<file path="config.mk">
export PLATFORM = sky130hd
export DESIGN_NAME = fft_frame_streamer
export DESIGN_NICKNAME = d
export VERILOG_FILES = /design/src/rtl/fft_frame_streamer.sv
export SDC_FILE = /design/constraint.sdc
export NUM_CORES = 2
export LEC_CHECK = 0
export ABC_AREA = 1
export CELL_PAD_IN_SITES_DETAIL_PLACEMENT = 1
export CELL_PAD_IN_SITES_GLOBAL_PLACEMENT = 2
export CORE_MARGIN = 2
export CORE_UTILIZATION = 44
export CTS_CLUSTER_SIZE = 14
export DETAILED_ROUTE_END_ITERATION = 10
export PLACE_DENSITY = 0.82
export SLEW_MARGIN = 40
export SYNTH_ARGS = -nofsm -noshare
export SYNTH_HDL_FRONTEND = slang
export SYNTH_SLANG_ARGS = --single-unit
</file>
<file path="constraint.sdc">
create_clock -name clk -period 3.6 [get_ports clk]
set_input_delay 0.54 -clock clk [delete_from_list [all_inputs] [get_ports clk]]
set_output_delay 0.54 -clock clk [all_outputs]
set_load 0.02 [all_outputs]
</file>
<file path="src/rtl/fft_frame_streamer.sv">
// Frame streamer: buffers MAX_FRAMES frames of FFT_N complex samples and
// replays them with valid/SOF/EOF framing, optional inter-frame gaps and
// loop mode. Read path is address stage -> registered RAM read -> output regs.
module fft_frame_streamer #(
  parameter int DATA_W     = 9,
  parameter int FFT_N      = 32,
  parameter int MAX_FRAMES = 3,
  parameter int GAP_W      = 8,
  parameter int FRM_W      = 2,
  parameter int AW         = $clog2(FFT_N * MAX_FRAMES)
) (
  input  logic              clk,
  input  logic              rst,
  input  logic              wr_en,
  input  logic [AW-1:0]     wr_addr,
  input  logic [DATA_W-1:0] wr_re,
  input  logic [DATA_W-1:0] wr_im,
  input  logic              start,
  input  logic              abort,
  input  logic              loop_en,
  input  logic [FRM_W-1:0]  num_frames,
  input  logic [GAP_W-1:0]  gap_cycles,
  input  logic              stall,
  output logic              out_valid,
  output logic [DATA_W-1:0] out_re,
  output logic [DATA_W-1:0] out_im,
  output logic              out_sof,
  output logic              out_eof,
  output logic [FRM_W-1:0]  frame_idx,
  output logic              busy,
  output logic              done
);

  localparam int DEPTH = FFT_N * MAX_FRAMES;
  localparam int SW    = $clog2(FFT_N);

  typedef enum logic [1:0] {IDLE, STREAM, GAP, DONE} state_t;

  state_t                state, state_n;
  logic                  loop_q;
  logic [FRM_W-1:0]      nf_q, frame, nf_start;
  logic [GAP_W-1:0]      gap_q, gap_cnt;
  logic [SW-1:0]         samp;
  logic [AW-1:0]         rd_addr;
  logic                  issue, at_eof, at_last, wr_ok;
  logic                  p1_valid, p1_sof, p1_eof;
  logic [FRM_W-1:0]      p1_fidx;
  logic [2*DATA_W-1:0]   rd_data;
  logic [2*DATA_W-1:0]   mem [DEPTH];

  assign busy = (state != IDLE);

  // Next-state logic; issue marks a cycle where the address stage reads a sample
  always_comb begin
    state_n  = state;
    issue    = 1'b0;
    at_eof   = (samp == SW'(FFT_N - 1));
    at_last  = (frame == nf_q - FRM_W'(1));
    wr_ok    = (state == IDLE) && wr_en && (32'(wr_addr) < DEPTH);
    nf_start = (num_frames == '0 || 32'(num_frames) > MAX_FRAMES) ?
               FRM_W'(MAX_FRAMES) : num_frames;
    if (abort) begin
      state_n = IDLE;
    end else begin
      case (state)
        IDLE:   if (start) state_n = STREAM;
        STREAM: if (!stall) begin
          issue = 1'b1;
          if (at_eof) begin
            if (at_last && !loop_q) state_n = DONE;
            else if (gap_q != '0)   state_n = GAP;
          end
        end
        GAP:    if (!stall && gap_cnt == '0) state_n = STREAM;
        // Wait until the last sample has left the read register so that
        // done lands in the cycle right after the final out_valid.
        DONE:   if (!stall && !p1_valid) state_n = IDLE;
        default: state_n = IDLE;
      endcase
    end
  end

  // State register plus address, sample, frame and gap counters
  always_ff @(posedge clk or posedge rst) begin
    if (rst) begin
      state   <= IDLE;
      loop_q  <= 1'b0;
      nf_q    <= '0;
      gap_q   <= '0;
      gap_cnt <= '0;
      frame   <= '0;
      samp    <= '0;
      rd_addr <= '0;
    end else begin
      state <= state_n;
      if (state == IDLE && start && !abort) begin
        loop_q  <= loop_en;
        nf_q    <= nf_start;
        gap_q   <= gap_cycles;
        frame   <= '0;
        samp    <= '0;
        rd_addr <= '0;
      end
      if (issue) begin
        if (at_eof) begin
          samp <= '0;
          if (at_last) begin
            frame   <= '0;
            rd_addr <= '0;
          end else begin
            frame   <= frame + FRM_W'(1);
            rd_addr <= rd_addr + AW'(1);
          end
          if (gap_q != '0) gap_cnt <= gap_q - GAP_W'(1);
        end else begin
          samp    <= samp + SW'(1);
          rd_addr <= rd_addr + AW'(1);
        end
      end
      if (state == GAP && !stall && !abort && gap_cnt != '0)
        gap_cnt <= gap_cnt - GAP_W'(1);
    end
  end

  // Sample buffer: synchronous write while idle, registered read on issue
  always_ff @(posedge clk) begin
    if (wr_ok) mem[wr_addr] <= {wr_re, wr_im};
    if (issue) rd_data <= mem[rd_addr];
  end

  // Framing pipeline and output registers; stall freezes the read register
  // so the in-flight sample is held and replayed on release
  always_ff @(posedge clk or posedge rst) begin
    if (rst) begin
      p1_valid  <= 1'b0;
      p1_sof    <= 1'b0;
      p1_eof    <= 1'b0;
      p1_fidx   <= '0;
      out_valid <= 1'b0;
      out_re    <= '0;
      out_im    <= '0;
      out_sof   <= 1'b0;
      out_eof   <= 1'b0;
      frame_idx <= '0;
      done      <= 1'b0;
    end else if (abort) begin
      p1_valid  <= 1'b0;
      p1_sof    <= 1'b0;
      p1_eof    <= 1'b0;
      p1_fidx   <= '0;
      out_valid <= 1'b0;
      out_re    <= '0;
      out_im    <= '0;
      out_sof   <= 1'b0;
      out_eof   <= 1'b0;
      frame_idx <= '0;
      done      <= 1'b0;
    end else if (!stall) begin
      p1_valid  <= issue;
      p1_sof    <= issue && (samp == '0);
      p1_eof    <= issue && at_eof;
      p1_fidx   <= frame;
      out_valid <= p1_valid;
      out_re    <= p1_valid ? rd_data[2*DATA_W-1 -: DATA_W] : '0;
      out_im    <= p1_valid ? rd_data[DATA_W-1:0] : '0;
      out_sof   <= p1_valid && p1_sof;
      out_eof   <= p1_valid && p1_eof;
      frame_idx <= p1_valid ? p1_fidx : frame_idx;
      done      <= (state == DONE) && !p1_valid;
    end else begin
      out_valid <= 1'b0;
      out_re    <= '0;
      out_im    <= '0;
      out_sof   <= 1'b0;
      out_eof   <= 1'b0;
      done      <= 1'b0;
    end
  end

endmodule

</file>
==> metrics.txt <==
status completed; Power Density 697.1 nW/um^2; Setup WS pre-CTS 283.8 ps; Final Hold Fails 0; post-DR wirelength/cell 25.76 um; R2R Path Start state[0]; WHS 101.5 ps; # H-tree levels 4; Root Driver clkbuf_16; FF-to-FF End mem[72][14]; Crit path arrival time 3550 ps; Ys Warns 0; clk_lat worst skew 830 ps; Post-DRT Antenna Nets 0; Worst-path clk slew 60 ps; worst reg-to-reg setup slack 560 ps; Post-DP HPWL 142500 um; Worst setup EP type register; fin. max-slew vios 0; worst-path fanout max 14; Slew headroom 42.95%; Placed Area 79640 sq um; most frequent cells in the layout edfxtp_1 (1746), nand2_1 (1419), nand3_1 (853); largest net degree at the start of global routing 127; Least-Margin Pin Slew 855.8 ps; post-cts sizing count 0; FILL cells 17650; Reg2Reg Depth 7; drt first pass iters 5; fin cells 9078; # port buffers 66; gr usage total 26.78%; FF+latch area 54050 sq um; Final Instance Area 85610 sq um; Synth Cell Area 75360 sq um; final wirelength 233900 um; dpl cells 8718; starting density of the core 44.37%; maximum vdd drop 0.5416 mV; Avg Inst Size Synth 11.49 sq um; commonest non-fill, non-tap cell in the layout edfxtp_1; final net count 6743; Synth Register Bits 1810; GPL Wtd Cong 0.8652; critical path type reg -> reg; Synth Net Count 6605; setup slack after layout 557.2 ps; CTS tree yes; die height 417.8 um; row count 151; final worst path period need 3043 ps; initial detailed-routing violation count 4972; post-synth cell types 33; first-pass GRT wire length 345600 um; setup TNS 0 ps; core area 169800 sq um; Die ar. 174600 sq um; top achievable clock speed 328.6 MHz; share of the yosys chip area belonging to registers 71.70%; crit path to mem[72][14]; Die Wd 417.8 um; multi-input logic area 17420 sq um; Num CTS Buffers 192; IO Pins 67; fraction of registers with async set or reset after synthesis 3.536%; Final Cycle Share 84.52%; initial antenna violation count 5; area growth from synthesis to layout 13.61%; Leakage 31.67 nW; grt total ovfl 0; vias in the first global route 52610; worst min-delay path category in -> async; clock buffer depth 3; layout cells sized above 1 11.08%; DRC 0; total vias in the final route 50660; Worst EP required 4110 ps; unrepaired setup endpoints after global routing false; Fin Clk Skew 36.08 ps; EDFF count, synth 1746; crit start category register; final setup vio count 0; Via density 5.580; # hold bufs at CTS 1; setup bufs post-CTS 0; clock sinks 1810; Post-Syn Instances 6558; Most used DFF post-synth edfxtp_1; Max-Cap Viols 0; Worst setup startpoint state[0]
## layout make-up
type,count,area share [%]
flip-flops and latches,1810,63.13
multi-input cells,3805,20.35
clock buffers,260,6.007
repair buffers,339,3.914
well taps,2218,3.242
inverters,548,2.433
clock inverters,95,0.9193
diodes,3,0.008769
## registers in the layout, summed over array words and instances (netlist names), 5 cells and up
name     flops
rd_addr      7
rd_data     18
gap_cnt      8
mem       1728
samp         5
gap_q        8
out_im       9
out_re       9
## logic make-up (layout without fill, tap and decap cells)
| logic type | after synthesis | after routing | share of synthesized area [%] |
|---|---|---|---|
| XOR/XNOR | 6 | 6 | 0.06973 |
| other | 0 | 3 | 0 |
| adder cells (fa/ha/maj) | 5 | 5 | 0.08302 |
| buffers and inverters | 943 | 1242 | 5.446 |
| AND/OR/NAND/NOR | 3110 | 3110 | 17.41 |
| AO/OA/AOI/OAI | 684 | 684 | 5.293 |
| flip-flops | 1810 | 1810 | 71.70 |
## critical path, cell delays in order (launching register included)
cell and delay [ps]:
dfrtp_1 430, nor2_1 230, nand2_1 300, a21oi_1 560
nand4_1 240, buf_4 270, nor2_1 370, buf_4 320
## stage by stage
stage | utilization [%] | total power [W]
after floorplan | - | 0.03452
after CTS | 50.39 | 0.05996
after global routing | 50.40 | 0.06217
after global placement | 46.86 | 0.04063
final | 50.41 | 0.05969
after detailed placement | 46.89 | 0.04109
## report_power, final
part           internal, W  switching, W
registers           0.0234      0.000236
logic              0.00470        0.0124
clock network       0.0105       0.00842
## synthesized netlist by cell type, types with 3 or more instances
cell type	instances	area share, %
a21oi_1	6	0.040
a31oi_1	3	0.025
buf_1	26	0.13
buf_2	147	0.98
buf_4	37	0.37
buf_6	30	0.45
clkbuf_1	150	0.75
clkbuf_2	4	0.027
dfrtp_1	64	2.1
edfxtp_1	1746	70
ha_1	5	0.083
inv_1	544	2.7
nand2_1	1419	7.1
nand3_1	853	5.7
nand3b_1	3	0.030
nand4_1	12	0.10
nor2_1	689	3.4
nor3_1	3	0.020
o211ai_1	216	2.2
o21ai_0	398	2.6
o21ai_1	47	0.31
o22ai_1	12	0.10
or2_2	127	1.1
xor2_1	4	0.046
## routing by layer
layer / track usage [%] / share of wire, % / wire length (um) / vias to the layer above
met5: 0 / 0 / 0 / -
met2: 45.29 / 49 / 115600 / 1508
met3: 3.653 / 5.9 / 13700 / 361
li1: - / - / - / 22850
met1: 35.82 / 42 / 97430 / 25950
met4: 8.536 / 3.0 / 7125 / 0
## how the worst min path moves through the flow
stage	slack, ps	cells past startpoint	from	end
2_1_floorplan	440	1	p1_valid	done
3_3_place_gp	460	1	p1_valid	done
3_5_place_dp	470	1	p1_valid	done
4_1_cts	70	1	wr_im[7]	mem[50][7]
5_1_grt	80	1	wr_im[5]	mem[83][5]
6_report	100	2	rst	done
Note: power is estimated with default switching activity, not from simulation.
